## src/rtl/axi_lite_if.sv

```systemverilog
// ============================================================================
//  Module      : axi_lite_if
//  Description : AXI-lite style bundle, 32-bit address/data, single beat.
//  Revision    : 1.0 - initial release
// ============================================================================
`default_nettype none

interface axi_lite_if;
    logic [31:0] araddr;
    logic [3:0]  arid;
    logic [7:0]  arlen;
    logic [2:0]  arsize;
    logic [1:0]  arburst;
    logic        arvalid;
    logic        arready;

    logic [31:0] rdata;
    logic [1:0]  rresp;
    logic        rvalid;
    logic        rready;

    logic [31:0] awaddr;
    logic [3:0]  awid;
    logic [7:0]  awlen;
    logic [2:0]  awsize;
    logic [1:0]  awburst;
    logic        awvalid;
    logic        awready;

    logic [31:0] wdata;
    logic [3:0]  wstrb;
    logic        wlast;
    logic        wvalid;
    logic        wready;

    logic [1:0]  bresp;
    logic        bvalid;
    logic        bready;

    modport master (
        output araddr, arid, arlen, arsize, arburst, arvalid,
        input  arready,
        input  rdata, rresp, rvalid,
        output rready,
        output awaddr, awid, awlen, awsize, awburst, awvalid,
        input  awready,
        output wdata, wstrb, wlast, wvalid,
        input  wready,
        input  bresp, bvalid,
        output bready
    );

    modport slave (
        input  araddr, arid, arlen, arsize, arburst, arvalid,
        output arready,
        output rdata, rresp, rvalid,
        input  rready,
        input  awaddr, awid, awlen, awsize, awburst, awvalid,
        output awready,
        input  wdata, wstrb, wlast, wvalid,
        output wready,
        output bresp, bvalid,
        input  bready
    );
endinterface

`default_nettype wire

```

## src/rtl/ysyx_24110015_arbiter.sv

```systemverilog
// ============================================================================
//  Module      : ysyx_24110015_arbiter
//  Description : Round-robin IFU/LSU arbiter, one outstanding AXI-lite txn.
//  Revision    : 1.0 - initial release
// ============================================================================
`default_nettype none

module ysyx_24110015_arbiter (
    input  logic       clk,
    input  logic       rst,
    axi_lite_if.slave  ifu,
    axi_lite_if.slave  lsu,
    axi_lite_if.master out
);

    typedef enum logic [1:0] {
        S_IDLE   = 2'd0,
        S_IFU_RD = 2'd1,
        S_LSU_RD = 2'd2,
        S_LSU_WR = 2'd3
    } state_t;

    state_t r_state;
    state_t w_state_nxt;
    logic   r_last_grant;
    logic   w_last_grant_nxt;

    logic w_ifu_req;
    logic w_lsu_req;
    logic w_ifu_rd;
    logic w_lsu_rd;
    logic w_lsu_wr;
    logic w_r_done;
    logic w_b_done;
    logic w_unused;

    assign w_ifu_req = ifu.arvalid;
    assign w_lsu_req = lsu.arvalid | lsu.awvalid;
    assign w_ifu_rd  = (r_state == S_IFU_RD);
    assign w_lsu_rd  = (r_state == S_LSU_RD);
    assign w_lsu_wr  = (r_state == S_LSU_WR);
    assign w_r_done  = out.rvalid & out.rready;
    assign w_b_done  = out.bvalid & out.bready;

    always_ff @(posedge clk or posedge rst) begin
        if (rst) begin
            r_state      <= S_IDLE;
            r_last_grant <= 1'b0;
        end else begin
            r_state      <= w_state_nxt;
            r_last_grant <= w_last_grant_nxt;
        end
    end

    // On a tie the master that did not win last time is chosen; an LSU
    // holding both AR and AW goes to the read first.
    always_comb begin
        w_state_nxt      = r_state;
        w_last_grant_nxt = r_last_grant;
        case (r_state)
            S_IDLE: begin
                if (w_ifu_req && (!w_lsu_req || r_last_grant)) begin
                    w_state_nxt      = S_IFU_RD;
                    w_last_grant_nxt = 1'b0;
                end else if (w_lsu_req) begin
                    w_state_nxt      = lsu.arvalid ? S_LSU_RD : S_LSU_WR;
                    w_last_grant_nxt = 1'b1;
                end
            end
            S_IFU_RD, S_LSU_RD: begin
                if (w_r_done) w_state_nxt = S_IDLE;
            end
            S_LSU_WR: begin
                if (w_b_done) w_state_nxt = S_IDLE;
            end
            default: w_state_nxt = S_IDLE;
        endcase
    end

    assign out.arvalid = (w_ifu_rd & ifu.arvalid) | (w_lsu_rd & lsu.arvalid);
    assign ifu.arready = w_ifu_rd & out.arready;
    assign lsu.arready = w_lsu_rd & out.arready;
    assign out.rready  = (w_ifu_rd & ifu.rready) | (w_lsu_rd & lsu.rready);
    assign ifu.rvalid  = w_ifu_rd & out.rvalid;
    assign lsu.rvalid  = w_lsu_rd & out.rvalid;

    assign out.araddr  = w_ifu_rd ? ifu.araddr  : lsu.araddr;
    assign out.arid    = w_ifu_rd ? ifu.arid    : lsu.arid;
    assign out.arlen   = w_ifu_rd ? ifu.arlen   : lsu.arlen;
    assign out.arsize  = w_ifu_rd ? ifu.arsize  : lsu.arsize;
    assign out.arburst = w_ifu_rd ? ifu.arburst : lsu.arburst;

    assign out.awvalid = w_lsu_wr & lsu.awvalid;
    assign lsu.awready = w_lsu_wr & out.awready;
    assign out.wvalid  = w_lsu_wr & lsu.wvalid;
    assign lsu.wready  = w_lsu_wr & out.wready;
    assign lsu.bvalid  = w_lsu_wr & out.bvalid;
    assign out.bready  = w_lsu_wr & lsu.bready;

    assign out.awaddr  = lsu.awaddr;
    assign out.awid    = lsu.awid;
    assign out.awlen   = lsu.awlen;
    assign out.awsize  = lsu.awsize;
    assign out.awburst = lsu.awburst;
    assign out.wdata   = lsu.wdata;
    assign out.wstrb   = lsu.wstrb;
    assign out.wlast   = lsu.wlast;

    assign ifu.rdata   = out.rdata;
    assign ifu.rresp   = out.rresp;
    assign lsu.rdata   = out.rdata;
    assign lsu.rresp   = out.rresp;
    assign ifu.bresp   = out.bresp;
    assign lsu.bresp   = out.bresp;

    // The IFU is read-only: its write channels are never granted.
    assign ifu.awready = 1'b0;
    assign ifu.wready  = 1'b0;
    assign ifu.bvalid  = 1'b0;

    assign w_unused = ^{ifu.awaddr, ifu.awid, ifu.awlen, ifu.awsize, ifu.awburst,
                        ifu.awvalid, ifu.wdata, ifu.wstrb, ifu.wlast, ifu.wvalid,
                        ifu.bready};

endmodule

`default_nettype wire

```

## src/flat_wrapper.sv

```systemverilog
// flat-port wrapper written by rule: the top's interface ports become plain ports
module ysyx_24110015_arbiter_flat 
  (clk, rst, ifu_araddr, ifu_arid, ifu_arlen, ifu_arsize, ifu_arburst, ifu_arvalid, ifu_arready, ifu_rdata, ifu_rresp, ifu_rvalid, ifu_rready, ifu_awaddr, ifu_awid, ifu_awlen, ifu_awsize, ifu_awburst, ifu_awvalid, ifu_awready, ifu_wdata, ifu_wstrb, ifu_wlast, ifu_wvalid, ifu_wready, ifu_bresp, ifu_bvalid, ifu_bready, lsu_araddr, lsu_arid, lsu_arlen, lsu_arsize, lsu_arburst, lsu_arvalid, lsu_arready, lsu_rdata, lsu_rresp, lsu_rvalid, lsu_rready, lsu_awaddr, lsu_awid, lsu_awlen, lsu_awsize, lsu_awburst, lsu_awvalid, lsu_awready, lsu_wdata, lsu_wstrb, lsu_wlast, lsu_wvalid, lsu_wready, lsu_bresp, lsu_bvalid, lsu_bready, out_araddr, out_arid, out_arlen, out_arsize, out_arburst, out_arvalid, out_arready, out_rdata, out_rresp, out_rvalid, out_rready, out_awaddr, out_awid, out_awlen, out_awsize, out_awburst, out_awvalid, out_awready, out_wdata, out_wstrb, out_wlast, out_wvalid, out_wready, out_bresp, out_bvalid, out_bready);
  axi_lite_if ifu_i ();
  axi_lite_if lsu_i ();
  axi_lite_if out_i ();
  input  logic clk;
  input  logic rst;
  input wire logic [$bits(ifu_i.araddr)-1:0] ifu_araddr;
  input wire logic [$bits(ifu_i.arid)-1:0] ifu_arid;
  input wire logic [$bits(ifu_i.arlen)-1:0] ifu_arlen;
  input wire logic [$bits(ifu_i.arsize)-1:0] ifu_arsize;
  input wire logic [$bits(ifu_i.arburst)-1:0] ifu_arburst;
  input wire logic [$bits(ifu_i.arvalid)-1:0] ifu_arvalid;
  output wire logic [$bits(ifu_i.arready)-1:0] ifu_arready;
  output wire logic [$bits(ifu_i.rdata)-1:0] ifu_rdata;
  output wire logic [$bits(ifu_i.rresp)-1:0] ifu_rresp;
  output wire logic [$bits(ifu_i.rvalid)-1:0] ifu_rvalid;
  input wire logic [$bits(ifu_i.rready)-1:0] ifu_rready;
  input wire logic [$bits(ifu_i.awaddr)-1:0] ifu_awaddr;
  input wire logic [$bits(ifu_i.awid)-1:0] ifu_awid;
  input wire logic [$bits(ifu_i.awlen)-1:0] ifu_awlen;
  input wire logic [$bits(ifu_i.awsize)-1:0] ifu_awsize;
  input wire logic [$bits(ifu_i.awburst)-1:0] ifu_awburst;
  input wire logic [$bits(ifu_i.awvalid)-1:0] ifu_awvalid;
  output wire logic [$bits(ifu_i.awready)-1:0] ifu_awready;
  input wire logic [$bits(ifu_i.wdata)-1:0] ifu_wdata;
  input wire logic [$bits(ifu_i.wstrb)-1:0] ifu_wstrb;
  input wire logic [$bits(ifu_i.wlast)-1:0] ifu_wlast;
  input wire logic [$bits(ifu_i.wvalid)-1:0] ifu_wvalid;
  output wire logic [$bits(ifu_i.wready)-1:0] ifu_wready;
  output wire logic [$bits(ifu_i.bresp)-1:0] ifu_bresp;
  output wire logic [$bits(ifu_i.bvalid)-1:0] ifu_bvalid;
  input wire logic [$bits(ifu_i.bready)-1:0] ifu_bready;
  input wire logic [$bits(lsu_i.araddr)-1:0] lsu_araddr;
  input wire logic [$bits(lsu_i.arid)-1:0] lsu_arid;
  input wire logic [$bits(lsu_i.arlen)-1:0] lsu_arlen;
  input wire logic [$bits(lsu_i.arsize)-1:0] lsu_arsize;
  input wire logic [$bits(lsu_i.arburst)-1:0] lsu_arburst;
  input wire logic [$bits(lsu_i.arvalid)-1:0] lsu_arvalid;
  output wire logic [$bits(lsu_i.arready)-1:0] lsu_arready;
  output wire logic [$bits(lsu_i.rdata)-1:0] lsu_rdata;
  output wire logic [$bits(lsu_i.rresp)-1:0] lsu_rresp;
  output wire logic [$bits(lsu_i.rvalid)-1:0] lsu_rvalid;
  input wire logic [$bits(lsu_i.rready)-1:0] lsu_rready;
  input wire logic [$bits(lsu_i.awaddr)-1:0] lsu_awaddr;
  input wire logic [$bits(lsu_i.awid)-1:0] lsu_awid;
  input wire logic [$bits(lsu_i.awlen)-1:0] lsu_awlen;
  input wire logic [$bits(lsu_i.awsize)-1:0] lsu_awsize;
  input wire logic [$bits(lsu_i.awburst)-1:0] lsu_awburst;
  input wire logic [$bits(lsu_i.awvalid)-1:0] lsu_awvalid;
  output wire logic [$bits(lsu_i.awready)-1:0] lsu_awready;
  input wire logic [$bits(lsu_i.wdata)-1:0] lsu_wdata;
  input wire logic [$bits(lsu_i.wstrb)-1:0] lsu_wstrb;
  input wire logic [$bits(lsu_i.wlast)-1:0] lsu_wlast;
  input wire logic [$bits(lsu_i.wvalid)-1:0] lsu_wvalid;
  output wire logic [$bits(lsu_i.wready)-1:0] lsu_wready;
  output wire logic [$bits(lsu_i.bresp)-1:0] lsu_bresp;
  output wire logic [$bits(lsu_i.bvalid)-1:0] lsu_bvalid;
  input wire logic [$bits(lsu_i.bready)-1:0] lsu_bready;
  output wire logic [$bits(out_i.araddr)-1:0] out_araddr;
  output wire logic [$bits(out_i.arid)-1:0] out_arid;
  output wire logic [$bits(out_i.arlen)-1:0] out_arlen;
  output wire logic [$bits(out_i.arsize)-1:0] out_arsize;
  output wire logic [$bits(out_i.arburst)-1:0] out_arburst;
  output wire logic [$bits(out_i.arvalid)-1:0] out_arvalid;
  input wire logic [$bits(out_i.arready)-1:0] out_arready;
  input wire logic [$bits(out_i.rdata)-1:0] out_rdata;
  input wire logic [$bits(out_i.rresp)-1:0] out_rresp;
  input wire logic [$bits(out_i.rvalid)-1:0] out_rvalid;
  output wire logic [$bits(out_i.rready)-1:0] out_rready;
  output wire logic [$bits(out_i.awaddr)-1:0] out_awaddr;
  output wire logic [$bits(out_i.awid)-1:0] out_awid;
  output wire logic [$bits(out_i.awlen)-1:0] out_awlen;
  output wire logic [$bits(out_i.awsize)-1:0] out_awsize;
  output wire logic [$bits(out_i.awburst)-1:0] out_awburst;
  output wire logic [$bits(out_i.awvalid)-1:0] out_awvalid;
  input wire logic [$bits(out_i.awready)-1:0] out_awready;
  output wire logic [$bits(out_i.wdata)-1:0] out_wdata;
  output wire logic [$bits(out_i.wstrb)-1:0] out_wstrb;
  output wire logic [$bits(out_i.wlast)-1:0] out_wlast;
  output wire logic [$bits(out_i.wvalid)-1:0] out_wvalid;
  input wire logic [$bits(out_i.wready)-1:0] out_wready;
  input wire logic [$bits(out_i.bresp)-1:0] out_bresp;
  input wire logic [$bits(out_i.bvalid)-1:0] out_bvalid;
  output wire logic [$bits(out_i.bready)-1:0] out_bready;
  assign ifu_i.araddr = ifu_araddr;
  assign ifu_i.arid = ifu_arid;
  assign ifu_i.arlen = ifu_arlen;
  assign ifu_i.arsize = ifu_arsize;
  assign ifu_i.arburst = ifu_arburst;
  assign ifu_i.arvalid = ifu_arvalid;
  assign ifu_arready = ifu_i.arready;
  assign ifu_rdata = ifu_i.rdata;
  assign ifu_rresp = ifu_i.rresp;
  assign ifu_rvalid = ifu_i.rvalid;
  assign ifu_i.rready = ifu_rready;
  assign ifu_i.awaddr = ifu_awaddr;
  assign ifu_i.awid = ifu_awid;
  assign ifu_i.awlen = ifu_awlen;
  assign ifu_i.awsize = ifu_awsize;
  assign ifu_i.awburst = ifu_awburst;
  assign ifu_i.awvalid = ifu_awvalid;
  assign ifu_awready = ifu_i.awready;
  assign ifu_i.wdata = ifu_wdata;
  assign ifu_i.wstrb = ifu_wstrb;
  assign ifu_i.wlast = ifu_wlast;
  assign ifu_i.wvalid = ifu_wvalid;
  assign ifu_wready = ifu_i.wready;
  assign ifu_bresp = ifu_i.bresp;
  assign ifu_bvalid = ifu_i.bvalid;
  assign ifu_i.bready = ifu_bready;
  assign lsu_i.araddr = lsu_araddr;
  assign lsu_i.arid = lsu_arid;
  assign lsu_i.arlen = lsu_arlen;
  assign lsu_i.arsize = lsu_arsize;
  assign lsu_i.arburst = lsu_arburst;
  assign lsu_i.arvalid = lsu_arvalid;
  assign lsu_arready = lsu_i.arready;
  assign lsu_rdata = lsu_i.rdata;
  assign lsu_rresp = lsu_i.rresp;
  assign lsu_rvalid = lsu_i.rvalid;
  assign lsu_i.rready = lsu_rready;
  assign lsu_i.awaddr = lsu_awaddr;
  assign lsu_i.awid = lsu_awid;
  assign lsu_i.awlen = lsu_awlen;
  assign lsu_i.awsize = lsu_awsize;
  assign lsu_i.awburst = lsu_awburst;
  assign lsu_i.awvalid = lsu_awvalid;
  assign lsu_awready = lsu_i.awready;
  assign lsu_i.wdata = lsu_wdata;
  assign lsu_i.wstrb = lsu_wstrb;
  assign lsu_i.wlast = lsu_wlast;
  assign lsu_i.wvalid = lsu_wvalid;
  assign lsu_wready = lsu_i.wready;
  assign lsu_bresp = lsu_i.bresp;
  assign lsu_bvalid = lsu_i.bvalid;
  assign lsu_i.bready = lsu_bready;
  assign out_araddr = out_i.araddr;
  assign out_arid = out_i.arid;
  assign out_arlen = out_i.arlen;
  assign out_arsize = out_i.arsize;
  assign out_arburst = out_i.arburst;
  assign out_arvalid = out_i.arvalid;
  assign out_i.arready = out_arready;
  assign out_i.rdata = out_rdata;
  assign out_i.rresp = out_rresp;
  assign out_i.rvalid = out_rvalid;
  assign out_rready = out_i.rready;
  assign out_awaddr = out_i.awaddr;
  assign out_awid = out_i.awid;
  assign out_awlen = out_i.awlen;
  assign out_awsize = out_i.awsize;
  assign out_awburst = out_i.awburst;
  assign out_awvalid = out_i.awvalid;
  assign out_i.awready = out_awready;
  assign out_wdata = out_i.wdata;
  assign out_wstrb = out_i.wstrb;
  assign out_wlast = out_i.wlast;
  assign out_wvalid = out_i.wvalid;
  assign out_i.wready = out_wready;
  assign out_i.bresp = out_bresp;
  assign out_i.bvalid = out_bvalid;
  assign out_bready = out_i.bready;
  ysyx_24110015_arbiter u_core (.clk(clk), .rst(rst), .ifu(ifu_i), .lsu(lsu_i), .out(out_i));
endmodule
```

## config.mk

```make
export PLATFORM = sky130hd
export DESIGN_NAME = ysyx_24110015_arbiter_flat
export DESIGN_NICKNAME = d
export VERILOG_FILES = /design/src/rtl/axi_lite_if.sv /design/src/rtl/ysyx_24110015_arbiter.sv /design/src/flat_wrapper.sv
export SDC_FILE = /design/constraint.sdc
export NUM_CORES = 1
export LEC_CHECK = 0
export ABC_AREA = 1
export BUFFER_PORTS_ARGS = -buffer_cell sky130_fd_sc_hd__buf_4
export CAP_MARGIN = 20
export CORE_AREA = 2 2 211 213
export CTS_CLUSTER_SIZE = 14
export DETAILED_ROUTE_END_ITERATION = 12
export DIE_AREA = 0 0 213 215
export PLACE_DENSITY = 0.3
export REMOVE_ABC_BUFFERS = 1
export SYNTH_ARGS = -nofsm -noshare
export SYNTH_HDL_FRONTEND = slang
export SYNTH_SLANG_ARGS = --single-unit
export TNS_END_PERCENT = 100
```

## constraint.sdc

```tcl
create_clock -name clk -period 1.4 [get_ports clk]
set_input_delay 0.14 -clock clk [delete_from_list [all_inputs] [get_ports clk]]
set_output_delay 0.14 -clock clk [all_outputs]
set_load 0.005 [all_outputs]
```

Yosys cells after proc, flatten, opt, wreduce, memory -nomap -nowiden --
Cells that the tools add are included.
Storage, ports and cells: bits in read-only memories 0, memories 0, bits of input ports 323, memory bits (writable) 0, bits in latches 0, flip-flop bits (word level) 3, word-level logic and storage cells 48
Cells by class: bitwise gates (word level) 19, add/sub/neg operators 0, reduce and logical (&&, ||, !) cells 8, eq/ne operators 6, shift-type cells 0, $mul 0, divide/modulo/power cells 0, mux-type cells 13, order comparisons 0
Operator list (count):
- 2-to-1 mux 32 bit | 1
- bitwise AND 1 bit | 16
- 2-to-1 mux 2 bit | 5
- 2-to-1 mux 8 bit | 1
- one-hot mux 2 bit (3 select lines) | 1
- equality test 2 bit, second input constant | 2
- 2-to-1 mux 4 bit | 1
- 2-to-1 mux 1 bit | 3
- 2-to-1 mux 3 bit | 1
- != test 3 x 1 -> 1 bit, second input constant | 1
- bitwise OR 1 bit | 3
- AND reduction 3 bit | 1
- equality test 2 x 1 -> 1 bit, second input constant | 1
- logical NOT 2 bit | 1
- != test 2 x 1 -> 1 bit, second input constant | 1
- != test 2 bit, second input constant | 1
- AND reduction 2 bit | 1
- nonzero test 2 bit | 1
- OR reduction 2 bit | 1
- logical AND 1 bit | 1
- logical NOT 1 bit | 1
- logical OR 1 bit | 1

Logic depth before layout (Yosys ltp) --
Gate-level depths: netlist (run 1).
word-level depth 6, gate-level depth with buffers 10, gate-level depth less buffers 9

Worst setup path after synthesis (run 1) --
Ideal clock, no wire load.
path kind register to register, start reg u_core.r_state[1], end reg u_core.r_state[0], data arrival time 1.193 ns, stages on the path, launching flop included 11, required time 1.283 ns, path buffers 1, setup slack 0.089 ns, path through dfrtp_1 > inv_1 > ha_1 > buf_4 > nand2_2 > nand2_2 > nand2_2 > a21oi_4 > nand2_1 > nand2_1 > nand2_1
Between the ends: longest elaborated chain between the ends 6, elaborated cells between the ends (all ways) 16
RTL lines:
- start: declaration | line ysyx_24110015_arbiter.sv:23 | state_t r_state;
- start signal: assignment | line ysyx_24110015_arbiter.sv:50 | r_state <= w_state_nxt;
- equality test 2 x 1 -> 1 bit / equality test 2 bit (equally long branches) | line ysyx_24110015_arbiter.sv:39, ysyx_24110015_arbiter.sv:40
- bitwise AND 1 bit | line ysyx_24110015_arbiter.sv:83 | assign out.rready = (w_ifu_rd & ifu.rready) | (w_lsu_rd & lsu.rready);
- bitwise OR 1 bit * | line ysyx_24110015_arbiter.sv:83
- via out_rready | line flat_wrapper.sv:71 | output wire logic [$bits(out_i.rready)-1:0] out_rready;
- bitwise AND 1 bit * | line ysyx_24110015_arbiter.sv:42 | assign w_r_done = out.rvalid & out.rready;
- != test 2 x 1 -> 1 bit (no source line) *
- AND reduction 3 bit (no source line) *
The timed path passes the listed nets; every way through them passes the cells marked *. A chain may end at the register's enable or synchronous reset.

Worst setup path in the final report (run 1) --
start reg u_core.r_state[1], end out out_araddr[9]
Between the ends: longest elaborated chain between the ends 2
RTL lines:
- equality test 2 x 1 -> 1 bit | line ysyx_24110015_arbiter.sv:39 | assign w_ifu_rd = (r_state == S_IFU_RD);
- 2-to-1 mux 32 bit | line ysyx_24110015_arbiter.sv:87 | assign out.araddr = w_ifu_rd ? ifu.araddr : lsu.araddr;
- end: declaration | line flat_wrapper.sv:61 | output wire logic [$bits(out_i.araddr)-1:0] out_araddr;
Every way passes these cells.

==> results of run 1 <==
cell usage in the layout, fill, tap and decap left out, types with 2 or more instances in the layout:
cell / Yosys / routed
buf_4: 162 / 139
nand2_1: 165 / 99
nand2_2: 3 / 49
buf_6: 0 / 49
nand2_4: 0 / 20
inv_2: 1 / 11
inv_1: 16 / 4
ha_4: 0 / 4
clkbuf_16: 0 / 4
buf_16: 0 / 4
buf_12: 0 / 4
nand3_1: 3 / 3
conb_1: 1 / 3
o21ai_1: 2 / 2
a21oi_1: 2 / 2
dfrtp_1: 3 / 2
worst max-delay path by stage:
| stage | startpoint | endpoint | slack [ns] | depth (start not counted) |
|---|---|---|---|---|
| 6_report | u_core.r_state[1] | out_araddr[9] | -0.21 | 8 |
| 5_1_grt | u_core.r_state[1] | out_araddr[6] | -0.29 | 8 |
| 4_1_cts | u_core.r_state[1] | out_araddr[19] | -0.25 | 8 |
| 3_5_place_dp | u_core.r_state[1] | out_araddr[25] | -0.15 | 6 |
| 3_3_place_gp | u_core.r_state[1] | out_araddr[2] | -0.18 | 6 |
| 2_1_floorplan | u_core.r_state[1] | out_arvalid | -1.03 | 4 |
sequential cells by signal, indices dropped and copies added (netlist names):
name                 count
u_core.r_state           2
u_core.r_last_grant      1
per-stage QoR:
step,total power [W],std cells,util (%)
3_5_place_dp,0.003591,987,7.118
5_1_grt,0.005967,1002,8.959
3_3_place_gp,0.003642,987,7.118
2_1_floorplan,0.001298,207,-
4_1_cts,0.005166,1000,8.314
6_report,0.005472,1003,8.965
cell type report:
cell class                      instances  area (um^2)  share of cell area (%)
Antenna cell                            1        2.502                 0.06396
Clock buffer                            4        78.83                   2.015
Inverter                               17        76.32                   1.951
Multi-Input combinational cell        187         1102                   28.17
Sequential cell                         3        76.32                   1.951
Tap cell                              592        740.7                   18.93
Timing Repair Buffer                  199         1836                   46.91
power groups by stage:
| stage | clock (W) | sequential, W | combinational, W |
|---|---|---|---|
| after CTS | 0.000462 | 0.000159 | 0.00454 |
| final | 0.000454 | 0.000163 | 0.00486 |
| after global placement | 0 | 0.000160 | 0.00348 |
| after detailed placement | 0 | 0.000159 | 0.00343 |
| after floorplan | 0 | 0.000157 | 0.00114 |
| after global routing | 0.000477 | 0.000169 | 0.00532 |
timing repair:
| action | CTS | global route |
|---|---|---|
| cloned | 4 | 1 |
| hold endpoints to repair | 3 | 0 |
| setup endpoints to repair | 63 | 64 |
| gates resized for setup | 91 | 79 |
| buffers inserted | 4 | 2 |
| hold buffers | 1 | 0 |
| pin swaps | 5 | 22 |
cells in the mapped netlist, types with 2 or more instances:
cell type | n | area share (%)
nand2_1 | 165 | 29
a21oi_1 | 2 | 0.46
buf_2 | 8 | 1.8
inv_1 | 16 | 2.8
buf_4 | 162 | 56
nand3_1 | 3 | 0.69
dfrtp_1 | 3 | 3.5
o21ai_0 | 2 | 0.46
nand2_2 | 3 | 0.86
clkbuf_1 | 2 | 0.35
ha_1 | 4 | 2.3
o21ai_1 | 2 | 0.46
cell families (layout without fill, tap and decap cells):
kind of cell / count (synthesis) / in the layout
adders and majority gates: 4 / 4
and+or+nand+nor: 172 / 172
other: 1 / 4
buffers and inverters: 189 / 220
AOI/OAI and AO/OA: 8 / 8
DFF: 3 / 3
worst reg2reg max path, stage by stage (launching register included):
cell     delay [ns]
dfrtp_1        0.38
inv_2          0.08
ha_4           0.21
buf_6          0.14
nand2_4        0.05
nand2_4        0.07
nand2_4        0.06
a21oi_4        0.17
nand2_2        0.06
nand2_1        0.06
nand2_1        0.04
metal layers:
layer | global-route usage [%] | routed length, um | vias up
met2 | 32.83 | 21790 | 391
li1 | - | - | 1027
met3 | 18.16 | 9918 | 35
met4 | 8.508 | 2666 | 6
met5 | 3.341 | 207 | -
met1 | 6.776 | 5813 | 1003
==> impl_metrics.env, run 1 <==
export IMPL_critPathCaptureType="primary output"
export IMPL_ios=545
export IMPL_internal_power_w=0.003013
export IMPL_viasPerCell=2.455
export IMPL_violations="setup timing"
export IMPL_dieArea_mm2=0.04580
export IMPL_synthArstFlopShare_pct=100.0
export IMPL_drive_gt1_share_pct=70.98
export IMPL_holdPathStages=4
export IMPL_antenna_left=0
export IMPL_period_needed_ns=1.615
export IMPL_cts_root_buffer="clkbuf_16"
export IMPL_core_area_mm2=0.04364
export IMPL_drt_iter0_drc=140
export IMPL_seq_area_frac_synth_pct=3.458
export IMPL_fin_hold_ws_ns=0.2375
export IMPL_synth_edff_count=0
export IMPL_worstRegToRegCells=10
export IMPL_synthAdderAreaFrac_pct=2.305
export IMPL_startpoint_type="flop"
export IMPL_hold_start="lsu_arvalid"
export IMPL_synth_top_family_by_area="buffers and inverters"
export IMPL_h_tree_depth=1
export IMPL_critPathMaxStageDelay_ns=0.38
export IMPL_clock_path_buffers=2
export IMPL_die_w_um=213
export IMPL_p_clk_share_pct=8.3
export IMPL_timing_fmax_mhz=619.3
export IMPL_comb_power_share_pct=88.7
export IMPL_syn_cell_area_mm2=0.002171
export IMPL_reg2reg_from="u_core.r_state[1]"
export IMPL_area_growth_pct=80.23
export IMPL_numClockSinks=3
export IMPL_avgSynthCellArea_um2=5.758
export IMPL_grt_pass1_wl_um=44370
export IMPL_critPathBufInv=5
export IMPL_fin_ws_ns=-0.2148
export IMPL_grt_max_degree=23
export IMPL_gp_congestion=0.8130
export IMPL_p_leak_nw=1.891
export IMPL_yosys_register_bits=3
export IMPL_synth_compound_area_share_pct=2.651
export IMPL_grt_pass1_vias=2332
export IMPL_maxCapViolations=0
export IMPL_fin_nets=738
export IMPL_first_pass_iters=4
export IMPL_synth_flop_cell="dfrtp_1"
export IMPL_vias=2462
export IMPL_vdd_ir_drop_worst_mv=0.4451
export IMPL_hpwl_um=37880
export IMPL_tns_ns=-9.045
export IMPL_holdPathEnd="u_core.r_state[0]"
export IMPL_placed_area_mm2=0.003107
export IMPL_yosys_area_share_simple_pct=30.26
export IMPL_ys_types=17
export IMPL_clock_latency_ns=0.22
export IMPL_seqPwrFrac_pct=3.0
export IMPL_syn_inst=377
export IMPL_final_period_utilization_pct=115.3
export IMPL_outcome="finished, violations left"
export IMPL_grt_usage_pct=16.67
export IMPL_r2r_setup_slack_ns=-0.03
export IMPL_synthXorXnorAreaFrac_pct=0
export IMPL_fill_cells=5132
export IMPL_power_density_mw_per_mm2=1399
export IMPL_finalInstanceArea_mm2=0.003913
export IMPL_die_h_um=215
export IMPL_grt_setup_unrepaired="true"
export IMPL_critPathMostFrequentCell="nand2_1"
export IMPL_arrival_ns=1.47
export IMPL_critical_path_slowest_cell="dfrtp_1"
export IMPL_clk_pin_slew_ns=0.03
export IMPL_yosysWarnings=0
export IMPL_cp_max_fo=16
export IMPL_pre_cts_ws_ns=-0.1492
export IMPL_row_count=77
export IMPL_p_sw_w=0.002459
export IMPL_regToRegEndpoint="u_core.r_state[0]"
export IMPL_port_buffers=172
export IMPL_muxShareOfSynthArea_pct=0
export IMPL_finalSetupViolations=63
export IMPL_path_class="flop to primary output"
export IMPL_switching_share_pct=44.94
export IMPL_finalHoldViolCount=0
export IMPL_path_delay_family="buffers and inverters"
export IMPL_routed_wl_um=40400
export IMPL_numCtsBuffers=3
export IMPL_start_util_pct=4.974
export IMPL_crit_chain="inv_2 > ha_4 > inv_8 > buf_6 > buf_12 > nand2_1 > nand2_1 > buf_4"
export IMPL_worstPathRequired_ns=1.26
export IMPL_drcViolationCount=0
export IMPL_finClkSkew_ns=0.003380
export IMPL_wire_per_inst_um=40.27
export IMPL_antenna_found_initial=1
export IMPL_cts_tree="yes"
export IMPL_grt_overflow_total=0
export IMPL_slew_viol_final=0
export IMPL_hold_path_class="primary input to flop"
Power figures use the tool's default switching activity.
==> run 2, diff against run 1 <==
- CORE_AREA: 2 2 211 213 -> 2 2 215 217
- DIE_AREA: 0 0 213 215 -> 0 0 217 219
- clock period: 1.4 -> 2 ns (I/O delays scaled with it)
==> run 2 against run 1 <==
Net effect: the run now ends clean; via count fell by 3.0%; non-clock buffer count decreased by 19; flip-flop and latch count is the same.
==> impl_metrics.env, run 2 (same netlist as run 1, synthesis figures left out) <==
export IMPL_outcome="finished, final reports clean"
export IMPL_cts_root_buffer="clkbuf_16"
export IMPL_period_needed_ns=1.863
export IMPL_finalSetupViolations=0
export IMPL_finalInstanceArea_mm2=0.003126
export IMPL_timing_fmax_mhz=536.8
export IMPL_finClkSkew_ns=0.0009775
export IMPL_fin_hold_ws_ns=0.2997
export IMPL_clk_pin_slew_ns=0.03
export IMPL_p_clk_share_pct=12.3
export IMPL_cts_tree="yes"
export IMPL_largest_register_ffs=2
export IMPL_largest_register="u_core.r_state"
export IMPL_wire_per_inst_um=39.79
export IMPL_worstPathRequired_ns=1.80
export IMPL_area_growth_pct=43.98
export IMPL_seqPwrFrac_pct=4.5
export IMPL_fin_ws_ns=0.1371
export IMPL_critical_path_slowest_cell="dfrtp_1"
export IMPL_die_w_um=217
export IMPL_vias=2388
export IMPL_hold_path_class="primary input to flop"
export IMPL_arrival_ns=1.66
export IMPL_hpwl_um=38090
export IMPL_numClockSinks=3
export IMPL_gp_congestion=0.9328
export IMPL_pre_cts_ws_ns=0.1969
export IMPL_final_period_utilization_pct=93.14
export IMPL_drcViolationCount=0
export IMPL_clock_path_buffers=2
export IMPL_layout_common_cells="buf_4, nand2_1, inv_1"
export IMPL_antenna_found_initial=0
export IMPL_h_tree_depth=1
export IMPL_vdd_ir_drop_worst_mv=0.3554
export IMPL_final_common_cell="buf_4"
export IMPL_grt_max_degree=28
export IMPL_cp_max_fo=17
export IMPL_n_antenna_cell=0
export IMPL_drt_iter0_drc=149
export IMPL_core_area_mm2=0.04509
export IMPL_start_util_pct=4.815
export IMPL_antenna_left=0
export IMPL_startpoint_type="flop"
export IMPL_grt_pass1_vias=2197
export IMPL_p_leak_nw=1.605
export IMPL_slew_viol_final=0
export IMPL_fin_nets=719
export IMPL_routed_wl_um=39430
export IMPL_path_class="flop to primary output"
export IMPL_grt_setup_unrepaired="false"
export IMPL_grt_pass1_wl_um=43460
export IMPL_finalHoldViolCount=0
export IMPL_ios=545
export IMPL_critPathMaxStageDelay_ns=0.41
export IMPL_port_buffers=172
export IMPL_internal_power_w=0.001338
export IMPL_drive_gt1_share_pct=48.34
export IMPL_dieArea_mm2=0.04752
export IMPL_top_regs="u_core.r_state (2), u_core.r_last_grant (1)"
export IMPL_grt_overflow_total=0
export IMPL_p_sw_w=0.001259
export IMPL_power_density_mw_per_mm2=831.1
export IMPL_maxCapViolations=0
export IMPL_first_pass_iters=4
export IMPL_numCtsBuffers=3
export IMPL_clock_latency_ns=0.22
export IMPL_crit_chain="inv_1 > ha_2 > inv_2 > buf_4 > nand2_1 > nand2_1 > buf_4"
export IMPL_viasPerCell=2.410
export IMPL_placed_area_mm2=0.003037
export IMPL_row_count=78
export IMPL_switching_share_pct=48.48
export IMPL_grt_usage_pct=15.73
export IMPL_die_h_um=219
export IMPL_critPathCaptureType="primary output"
export IMPL_comb_power_share_pct=83.2
## run 2: cell types whose count changed in the layout (fill, tap and decap cells not counted), sizes merged
cell    previous run  this run
clkinv             1         0
diode              1         0
buf              197       179
inv               16        17
clkbuf             5         4
## run 2: metrics by stage
stage	setup TNS, ns	std cells	total power [W]	util, %
global placement	0	986	0.002398	6.735
floorplan	-21.72	207	0.0009083	-
detailed placement	0	986	0.002387	6.735
global route	0	991	0.002929	6.932
CTS	0	991	0.002720	6.932
finish	0	991	0.002597	6.932
## run 2: path summary, 6_finish.rpt
kind,depth (start not counted),start,end,slack (ns)
worst max-delay path,7,u_core.r_state[1],out_araddr[17],0.14
worst min-delay path,4,ifu_arvalid,u_core.r_state[1],0.30
worst max register to register,10,u_core.r_state[1],u_core.r_state[0],0.26
worst min register to register,2,u_core.r_last_grant,u_core.r_last_grant,0.51
max in group asynchronous,3,rst,u_core.r_state[0],1.46
min in group asynchronous,3,rst,u_core.r_last_grant,0.41
## run 2: power groups by stage
| stage | Combinational [W] | Clock [W] | Sequential [W] |
|---|---|---|---|
| floorplan | 0.000798 | 0 | 0.000110 |
| global placement | 0.00228 | 0 | 0.000117 |
| detailed placement | 0.00227 | 0 | 0.000119 |
| CTS | 0.00228 | 0.000324 | 0.000118 |
| global route | 0.00248 | 0.000329 | 0.000124 |
| finish | 0.00216 | 0.000319 | 0.000117 |
## run 2: final cells by class
type / count / area [um^2]
Fill cell: 5404 / 41960
Multi-Input combinational cell: 187 / 778.2
Sequential cell: 3 / 75.07
Clock buffer: 4 / 78.83
Tap cell: 600 / 750.7
Inverter: 17 / 63.81
Timing Repair Buffer: 180 / 1379
## run 2: what timing repair did
| action | 4_1_cts | 5_1_grt |
|---|---|---|
| gates resized for setup | 0 | 0 |
| buffers inserted | 0 | 0 |
| endpoints found under the hold margin | 3 | 0 |
| hold buffers | 1 | 0 |
## run 2: worst max-delay path, delay by kind of cell, from the launching register on
kind,cells,cell delay (ns)
buffers and inverters,4,0.53
flip-flops,1,0.41
adder cells (fa/ha/maj),1,0.31
AND/OR/NAND/NOR,2,0.17
## run 2: metal layers
layer / vias up / track usage (%) / routed length, um
li1: 980 / - / -
met1: 939 / 5.767 / 5380
met2: 437 / 32.04 / 22190
met3: 30 / 18.71 / 9963
met4: 2 / 6.027 / 1747
met5: - / 2.188 / 145
